===== config.mk =====
export PLATFORM = sky130hd
export DESIGN_NAME = io_bus_fabric_flat
export DESIGN_NICKNAME = d
export VERILOG_FILES = /design/src/rtl/io_bus_fabric_pkg.sv /design/src/rtl/io_bus_fabric_if.sv /design/src/rtl/io_addr_match.sv /design/src/rtl/io_bus_fabric.sv /design/src/flat_wrapper.sv
export SDC_FILE = /design/constraint.sdc
export NUM_CORES = 1
export LEC_CHECK = 0
export BUFFER_PORTS_ARGS = -buffer_cell sky130_fd_sc_hd__buf_4
export CAP_MARGIN = 20
export CORE_MARGIN = 8
export CORE_UTILIZATION = 38
export CTS_CLUSTER_SIZE = 25
export DETAILED_ROUTE_END_ITERATION = 12
export PLACE_DENSITY = 0.86
export SLEW_MARGIN = 5
export SYNTH_ARGS = -nofsm -noshare
export SYNTH_HDL_FRONTEND = slang
export SYNTH_SLANG_ARGS = --single-unit
export TNS_END_PERCENT = 50

===== constraint.sdc =====
create_clock -name clk -period 2.6 [get_ports clk]
set_clock_uncertainty 0.15 [all_clocks]
set_input_delay 0.26 -clock clk [delete_from_list [all_inputs] [get_ports clk]]
set_output_delay 0.26 -clock clk [all_outputs]
set_load 0.02 [all_outputs]

===== src/rtl/io_bus_fabric_pkg.sv =====
// Shared types and helpers for the I/O bus fabric: FSM states, bus widths and
// the lowest-index-wins port selector.
package io_fabric_pkg;

  localparam int IO_DATA_W    = 16;
  localparam int IO_ADDR_W    = 15;
  localparam int IO_MAX_PORTS = 16;

  typedef enum logic [1:0] {
    IDLE = 2'd0,
    BUSY = 2'd1,
    MISS = 2'd2,
    DONE = 2'd3
  } io_state_e;

  typedef struct packed {
    logic       valid;
    logic [3:0] idx;
  } hit_sel_t;

  // Scan from the top down so the lowest set bit is the one left standing.
  function automatic hit_sel_t first_hit(input logic [IO_MAX_PORTS-1:0] hit);
    hit_sel_t r;
    r.valid = 1'b0;
    r.idx   = '0;
    for (int i = IO_MAX_PORTS - 1; i >= 0; i--) begin
      if (hit[i]) begin
        r.valid = 1'b1;
        r.idx   = 4'(i);
      end
    end
    return r;
  endfunction

endpackage


===== src/rtl/io_bus_fabric_if.sv =====
// Host-side and device-side signals of the I/O fabric. The slave modport is
// the fabric's view; the master modport is the host plus attached devices.
interface io_bus_if #(parameter int NUM_PORTS = 8);
  import io_fabric_pkg::*;

  logic                           h_access;
  logic [IO_ADDR_W-1:0]           h_addr;
  logic                           h_wr_en;
  logic [1:0]                     h_bytesel;
  logic [IO_DATA_W-1:0]           h_wdata;
  logic [IO_DATA_W-1:0]           h_rdata;
  logic                           h_ack;

  logic [NUM_PORTS-1:0]           d_cs;
  logic [IO_ADDR_W-1:0]           d_addr;
  logic                           d_wr_en;
  logic [1:0]                     d_bytesel;
  logic [IO_DATA_W-1:0]           d_wdata;
  logic [NUM_PORTS-1:0]           d_ack;
  logic [NUM_PORTS*IO_DATA_W-1:0] d_rdata;

  modport slave (
    input  h_access, h_addr, h_wr_en, h_bytesel, h_wdata, d_ack, d_rdata,
    output h_rdata, h_ack, d_cs, d_addr, d_wr_en, d_bytesel, d_wdata
  );

  modport master (
    output h_access, h_addr, h_wr_en, h_bytesel, h_wdata, d_ack, d_rdata,
    input  h_rdata, h_ack, d_cs, d_addr, d_wr_en, d_bytesel, d_wdata
  );

endinterface


===== src/rtl/io_addr_match.sv =====
// Single base/mask port comparator; address bit 0 is not part of the port space.
module io_addr_match
  import io_fabric_pkg::*;
#(
  parameter logic [15:0] BASE = 16'h0000,
  parameter logic [15:0] MASK = 16'hFFFE
) (
  input  logic [IO_ADDR_W-1:0] addr,
  output logic                 hit
);

  assign hit = ((addr & MASK[15:1]) == (BASE[15:1] & MASK[15:1]));

endmodule


===== src/rtl/io_bus_fabric.sv =====
// Registered I/O-space decoder and response mux with single-outstanding FSM.
// Optional watchdog enabled by defining IO_FABRIC_TIMEOUT_EN.
module io_bus_fabric
  import io_fabric_pkg::*;
#(
  parameter int                        NUM_PORTS      = 8,
  parameter logic [NUM_PORTS*16-1:0]   PORT_BASE      = {NUM_PORTS{16'h0000}},
  parameter logic [NUM_PORTS*16-1:0]   PORT_MASK      = {NUM_PORTS{16'hFFFE}},
  parameter logic [IO_DATA_W-1:0]      DEFAULT_RDATA  = 16'h0000,
  parameter int                        TIMEOUT_CYCLES = 256
) (
  input  logic                 clk,
  input  logic                 reset,
  io_bus_if.slave              bus,
  input  logic                 err_clr,
  output logic                 err_timeout,
  output logic [IO_ADDR_W-1:0] err_addr
);

  logic [NUM_PORTS-1:0]    hit;
  logic [IO_MAX_PORTS-1:0] hit_ext;
  hit_sel_t                win;

  for (genvar g = 0; g < NUM_PORTS; g++) begin : g_match
    io_addr_match #(
      .BASE (PORT_BASE[g*16 +: 16]),
      .MASK (PORT_MASK[g*16 +: 16])
    ) u_match (
      .addr (bus.h_addr),
      .hit  (hit[g])
    );
  end

  assign hit_ext = IO_MAX_PORTS'(hit);
  assign win     = first_hit(hit_ext);

  io_state_e            state_q, state_d;
  logic [3:0]           sel_q, sel_d;
  logic [NUM_PORTS-1:0] d_cs_q, d_cs_d;
  logic [IO_ADDR_W-1:0] d_addr_q, d_addr_d;
  logic                 d_wr_en_q, d_wr_en_d;
  logic [1:0]           d_bytesel_q, d_bytesel_d;
  logic [IO_DATA_W-1:0] d_wdata_q, d_wdata_d;
  logic [IO_DATA_W-1:0] h_rdata_q, h_rdata_d;
  logic                 h_ack_q, h_ack_d;
  logic [IO_DATA_W-1:0] rdata_sel;
  logic                 ack_sel;
  logic                 wd_expire;

  always_comb begin
    rdata_sel = '0;
    ack_sel   = 1'b0;
    for (int i = 0; i < NUM_PORTS; i++) begin
      if (sel_q == 4'(i)) begin
        rdata_sel = bus.d_rdata[i*IO_DATA_W +: IO_DATA_W];
        ack_sel   = bus.d_ack[i];
      end
    end
  end

  always_comb begin
    state_d     = state_q;
    sel_d       = sel_q;
    d_cs_d      = d_cs_q;
    d_addr_d    = d_addr_q;
    d_wr_en_d   = d_wr_en_q;
    d_bytesel_d = d_bytesel_q;
    d_wdata_d   = d_wdata_q;
    h_rdata_d   = h_rdata_q;
    h_ack_d     = 1'b0;
    unique case (state_q)
      IDLE: begin
        if (bus.h_access) begin
          d_addr_d    = bus.h_addr;
          d_wr_en_d   = bus.h_wr_en;
          d_bytesel_d = bus.h_bytesel;
          d_wdata_d   = bus.h_wdata;
          sel_d       = win.idx;
          if (win.valid) begin
            state_d = BUSY;
            for (int i = 0; i < NUM_PORTS; i++) d_cs_d[i] = (win.idx == 4'(i));
          end else begin
            state_d = MISS;
          end
        end
      end
      BUSY: begin
        // A real ack in the expiry cycle takes priority over the watchdog.
        if (ack_sel) begin
          h_rdata_d = rdata_sel;
          d_cs_d    = '0;
          h_ack_d   = 1'b1;
          state_d   = DONE;
        end else if (wd_expire) begin
          h_rdata_d = DEFAULT_RDATA;
          d_cs_d    = '0;
          h_ack_d   = 1'b1;
          state_d   = DONE;
        end
      end
      MISS: begin
        h_rdata_d = DEFAULT_RDATA;
        h_ack_d   = 1'b1;
        state_d   = DONE;
      end
      DONE: state_d = IDLE;
      default: state_d = IDLE;
    endcase
  end

  always_ff @(posedge clk or posedge reset) begin
    if (reset) begin
      state_q     <= IDLE;
      sel_q       <= '0;
      d_cs_q      <= '0;
      d_addr_q    <= '0;
      d_wr_en_q   <= 1'b0;
      d_bytesel_q <= '0;
      d_wdata_q   <= '0;
      h_rdata_q   <= '0;
      h_ack_q     <= 1'b0;
    end else begin
      state_q     <= state_d;
      sel_q       <= sel_d;
      d_cs_q      <= d_cs_d;
      d_addr_q    <= d_addr_d;
      d_wr_en_q   <= d_wr_en_d;
      d_bytesel_q <= d_bytesel_d;
      d_wdata_q   <= d_wdata_d;
      h_rdata_q   <= h_rdata_d;
      h_ack_q     <= h_ack_d;
    end
  end

`ifdef IO_FABRIC_TIMEOUT_EN
  localparam int CNT_W = $clog2(TIMEOUT_CYCLES + 1);

  logic [CNT_W-1:0]     wd_cnt_q, wd_cnt_d;
  logic                 err_timeout_q, err_timeout_d;
  logic [IO_ADDR_W-1:0] err_addr_q, err_addr_d;

  assign wd_expire = (state_q == BUSY) && (wd_cnt_q == CNT_W'(TIMEOUT_CYCLES - 1));

  always_comb begin
    wd_cnt_d      = (state_q == BUSY) ? wd_cnt_q + 1'b1 : '0;
    err_timeout_d = err_timeout_q;
    err_addr_d    = err_addr_q;
    if (err_clr) err_timeout_d = 1'b0;
    if (wd_expire && !ack_sel) begin
      err_timeout_d = 1'b1;
      if (!err_timeout_q) err_addr_d = d_addr_q;
    end
  end

  always_ff @(posedge clk or posedge reset) begin
    if (reset) begin
      wd_cnt_q      <= '0;
      err_timeout_q <= 1'b0;
      err_addr_q    <= '0;
    end else begin
      wd_cnt_q      <= wd_cnt_d;
      err_timeout_q <= err_timeout_d;
      err_addr_q    <= err_addr_d;
    end
  end

  assign err_timeout = err_timeout_q;
  assign err_addr    = err_addr_q;
`else
  logic unused_err_clr;

  assign wd_expire      = 1'b0;
  assign err_timeout    = 1'b0;
  assign err_addr       = '0;
  assign unused_err_clr = err_clr;
`endif

  assign bus.d_cs      = d_cs_q;
  assign bus.d_addr    = d_addr_q;
  assign bus.d_wr_en   = d_wr_en_q;
  assign bus.d_bytesel = d_bytesel_q;
  assign bus.d_wdata   = d_wdata_q;
  assign bus.h_rdata   = h_rdata_q;
  assign bus.h_ack     = h_ack_q;

endmodule


===== src/flat_wrapper.sv =====
// flat-port wrapper written by rule: the top's interface ports become plain ports
module io_bus_fabric_flat import io_fabric_pkg::*;
#(
  parameter int                        NUM_PORTS      = 8,
  parameter logic [NUM_PORTS*16-1:0]   PORT_BASE      = {NUM_PORTS{16'h0000}},
  parameter logic [NUM_PORTS*16-1:0]   PORT_MASK      = {NUM_PORTS{16'hFFFE}},
  parameter logic [IO_DATA_W-1:0]      DEFAULT_RDATA  = 16'h0000,
  parameter int                        TIMEOUT_CYCLES = 256
)
  (clk, reset, err_clr, err_timeout, err_addr, bus_h_access, bus_h_addr, bus_h_wr_en, bus_h_bytesel, bus_h_wdata, bus_d_ack, bus_d_rdata, bus_h_rdata, bus_h_ack, bus_d_cs, bus_d_addr, bus_d_wr_en, bus_d_bytesel, bus_d_wdata);
  io_bus_if #(.NUM_PORTS(NUM_PORTS)) bus_i ();
  input  logic clk;
  input  logic reset;
  input  logic err_clr;
  output logic err_timeout;
  output logic [IO_ADDR_W-1:0] err_addr;
  input wire logic [$bits(bus_i.h_access)-1:0] bus_h_access;
  input wire logic [$bits(bus_i.h_addr)-1:0] bus_h_addr;
  input wire logic [$bits(bus_i.h_wr_en)-1:0] bus_h_wr_en;
  input wire logic [$bits(bus_i.h_bytesel)-1:0] bus_h_bytesel;
  input wire logic [$bits(bus_i.h_wdata)-1:0] bus_h_wdata;
  input wire logic [$bits(bus_i.d_ack)-1:0] bus_d_ack;
  input wire logic [$bits(bus_i.d_rdata)-1:0] bus_d_rdata;
  output wire logic [$bits(bus_i.h_rdata)-1:0] bus_h_rdata;
  output wire logic [$bits(bus_i.h_ack)-1:0] bus_h_ack;
  output wire logic [$bits(bus_i.d_cs)-1:0] bus_d_cs;
  output wire logic [$bits(bus_i.d_addr)-1:0] bus_d_addr;
  output wire logic [$bits(bus_i.d_wr_en)-1:0] bus_d_wr_en;
  output wire logic [$bits(bus_i.d_bytesel)-1:0] bus_d_bytesel;
  output wire logic [$bits(bus_i.d_wdata)-1:0] bus_d_wdata;
  assign bus_i.h_access = bus_h_access;
  assign bus_i.h_addr = bus_h_addr;
  assign bus_i.h_wr_en = bus_h_wr_en;
  assign bus_i.h_bytesel = bus_h_bytesel;
  assign bus_i.h_wdata = bus_h_wdata;
  assign bus_i.d_ack = bus_d_ack;
  assign bus_i.d_rdata = bus_d_rdata;
  assign bus_h_rdata = bus_i.h_rdata;
  assign bus_h_ack = bus_i.h_ack;
  assign bus_d_cs = bus_i.d_cs;
  assign bus_d_addr = bus_i.d_addr;
  assign bus_d_wr_en = bus_i.d_wr_en;
  assign bus_d_bytesel = bus_i.d_bytesel;
  assign bus_d_wdata = bus_i.d_wdata;
  io_bus_fabric #(.NUM_PORTS(NUM_PORTS), .PORT_BASE(PORT_BASE), .PORT_MASK(PORT_MASK), .DEFAULT_RDATA(DEFAULT_RDATA), .TIMEOUT_CYCLES(TIMEOUT_CYCLES)) u_core (.clk(clk), .reset(reset), .bus(bus_i), .err_clr(err_clr), .err_timeout(err_timeout), .err_addr(err_addr));
endmodule

==> key figures <==
Route
  – Final WL: 6139 um
  – DR iter-0 viols: 59
  – DR DRC count: 0
  – DR vias: 1837
  – DRT Pass-1 Iters: 4
  – Routed Antenna Nets: 0
  – Drt wl/cell: 15.90 um
  – Via-to-Cell Ratio: 4.759

Global routing
  – Met3 GRT Util: 0.07956
  – Met2 usage: 0.2126
  – Global-route wire length before repair: 9487 um
  – GR Overflow Total: 0
  – Most crowded layer after global routing: met2
  – Initial antenna violation count: 0
  – Total GRT Usage: 0.1305
  – Vias in the first global route: 2008
  – Pin count of the biggest net entering global routing: 35
  – Routing usage on met1: 0.1387

CTS
  – Post-CTS setup buffer count: 0
  – CTS root buffer: clkbuf_8
  – H-tree Lvls: 2
  – Clock tree sinks: 54
  – Clk pin slew, worst setup/hold paths: 0.09 ns
  – Hold buffers post-CTS: 1
  – CTS tree: done
  – Clock buffer depth: 2
  – Clk_lat worst skew: 0.30 ns
  – # resized after CTS: 0
  – CTS Buf Count: 5

Critical path
  – R2R depth: 7
  – Crit-path cells: inv_1 > ha_1 > buf_4 > nand2b_1 > a21boi_1 > o21ai_0 > o22a_1
  – Worst EP arrival: 1.95 ns
  – CP max stage cell: dfrtp_1
  – Crit-path leading delay family: compound AO/OA/AOI/OAI gates
  – Slowest Stage Delay on Critical Path: 0.37 ns
  – Setup crit end kind: register
  – CP Buf/Inv Count: 2
  – Critical path type: reg -> reg
  – Levels on crit path: 7
  – CP startpoint kind: register
  – Critical path required time: 2.65 ns
  – CP Max Fanout: 15

Synth
  – Sequential area share after synthesis: 0.5584
  – Synth Area in Adders: 0.02068
  – Compound-gate portion of the synthesized area: 0.09979
  – Mux cell area share after synthesis: 0.1629
  – Mapped Area: 2420 um^2
  – Warnings from Yosys: 0
  – Largest family of logic cells by synthesized area: multiplexers
  – Post-synth cell types: 24
  – Syn_area_per_cell: 12.16 um^2
  – Synthesis-stage register bit count: 54
  – Syn Inst Count: 199
  – Post-Synth XOR/XNOR Area: 0
  – Simple-gate share of the synthesized area: 0.04809

Layout
  – Ant. Diodes: 0
  – Nets: 486
  – Most frequent cells in the layout: 109 x buf_4, 54 x dfrtp_1, 34 x mux2_2
  – Share of cells above drive strength 1: 0.4951
  – Fill cells: 547
  – Commonest non-fill, non-tap cell in the layout: buf_4
  – Synth-to-layout area growth: 37.18%
  – Final Util: 0.5319

Floorplan
  – Io pins: 249
  – Starting Density: 0.3877
  – Core ar.: 6241 um^2
  – Rows: 29
  – Die area: 9178 um^2
  – Die Wd: 95.80 um
  – Height of the die: 95.80 um

Timing
  – Fin. max-slew vios: 0
  – Final Hold Viols: 0
  – Slew HR: 0.5541
  – Fmax: 526.8 MHz
  – Tcrit/Tclk final: 0.7300
  – # setup viols final: 0
  – Worst-margin pin slew: 0.6665 ns
  – Minimum clock period: 1.898 ns
  – Worst setup margin: 0.7019 ns
  – RSZ-0062 raised after global routing: no
  – Setup_tns: 0 ns
  – Fin Hold WS: 0.02978 ns

Place
  – Input/output buffers: 105
  – Post-DP HPWL: 4967 um
  – Place WS: 0.7162 ns
  – RD Place Congestion: 0.7534

Power and ir drop
  – Pwr Density: 1239 nW/um^2
  – Peak supply drop: 539.2 uV
  – Leakage dissipation: 1.680 nW

Min path
  – Hold WC Path Type: in -> reg
  – Cells on Worst Hold Path: 2

Status
  – Status: completed

Flow run
  – Max-Cap Viols: 0
## stage by stage
step | area (um^2) | instances | total power [mW]
final | 3319 | 386 | 4.111
after global routing | 3319 | 386 | 4.380
after CTS | 3319 | 386 | 4.168
after detailed placement | 3214 | 377 | 3.679
after global placement | 3214 | 377 | 3.590
after floorplan | 2502 | 221 | 2.759
## cell usage after synthesis
master,number,area share
nor4_1,2,0.0052
nand4_1,1,0.0026
a21boi_1,1,0.0031
a22o_1,17,0.062
buf_2,3,0.0062
clkbuf_1,4,0.0062
o21ai_0,12,0.025
nand2_1,13,0.020
mux2_1,1,0.0047
conb_1,1,0.0015
nor2_1,5,0.0078
mux2_2,34,0.16
a21oi_1,1,0.0021
ha_1,4,0.021
nor2b_1,1,0.0026
dfrtp_1,54,0.56
o22ai_1,1,0.0026
nor4_2,1,0.0052
o22a_1,1,0.0036
buf_4,23,0.071
o21ai_1,1,0.0021
nor3_1,1,0.0021
inv_1,16,0.025
nand2b_1,1,0.0026
## power by group
group	switching, mW	internal, mW
combinational	1.15	0.991
sequential	0.238	1.25
clock	0.265	0.215
## flip-flops by register name, indices dropped and copies added, names as in the netlist
signal and count:
u_core.bus.d_wr_en 1, u_core.bus.d_bytesel 2, u_core.bus.d_wdata 16, u_core.bus.h_ack 1, u_core.state_q 2, u_core.bus.d_cs 1, u_core.bus.d_addr 15, u_core.bus.h_rdata 16
## final timing paths
kind	slack, ns	from	endpoint
worst max-delay path	0.70	u_core.state_q[1]	u_core.state_q[0]
worst min-delay path	0.03	bus_d_rdata[7]	u_core.bus.h_rdata[7]
worst max register to register	0.70	u_core.state_q[1]	u_core.state_q[0]
worst min register to register	0.36	u_core.bus.h_rdata[7]	u_core.bus.h_rdata[7]
max in group asynchronous	1.21	reset	u_core.state_q[1]
min in group asynchronous	0.44	reset	u_core.bus.d_wdata[11]
## metal layers
metal | wire length [um] | vias to the layer above
met5 | 0 | -
met4 | 51 | 0
met3 | 906 | 4
met2 | 3000 | 93
met1 | 2181 | 889
li1 | - | 851
## layout make-up
class	count	area [um^2]	area share
Inverter	16	60.06	0.01809
Clock buffer	6	82.58	0.02488
Tap cell	77	96.34	0.02902
Clock inverter	2	12.51	0.003769
Sequential cell	54	1351	0.4071
Timing Repair Buffer	110	828.3	0.2495
Multi-Input combinational cell	121	888.4	0.2676
## kinds of logic (layout without fill, tap and decap cells)
family / count (synthesis) / in the layout
flops: 54 / 54
buf+inv: 46 / 134
mux: 35 / 35
compound gates: 34 / 34
simple gates: 25 / 25
fa+ha+maj: 4 / 4
other cells: 1 / 23
## worst reg2reg max path, stage by stage, from the launching register on
cell,delay (ns)
dfrtp_1,0.37
inv_1,0.10
ha_1,0.22
buf_4,0.19
nand2b_1,0.11
a21boi_1,0.33
o21ai_0,0.15
o22a_1,0.17
No activity file was read; power rests on OpenSTA's default activity.
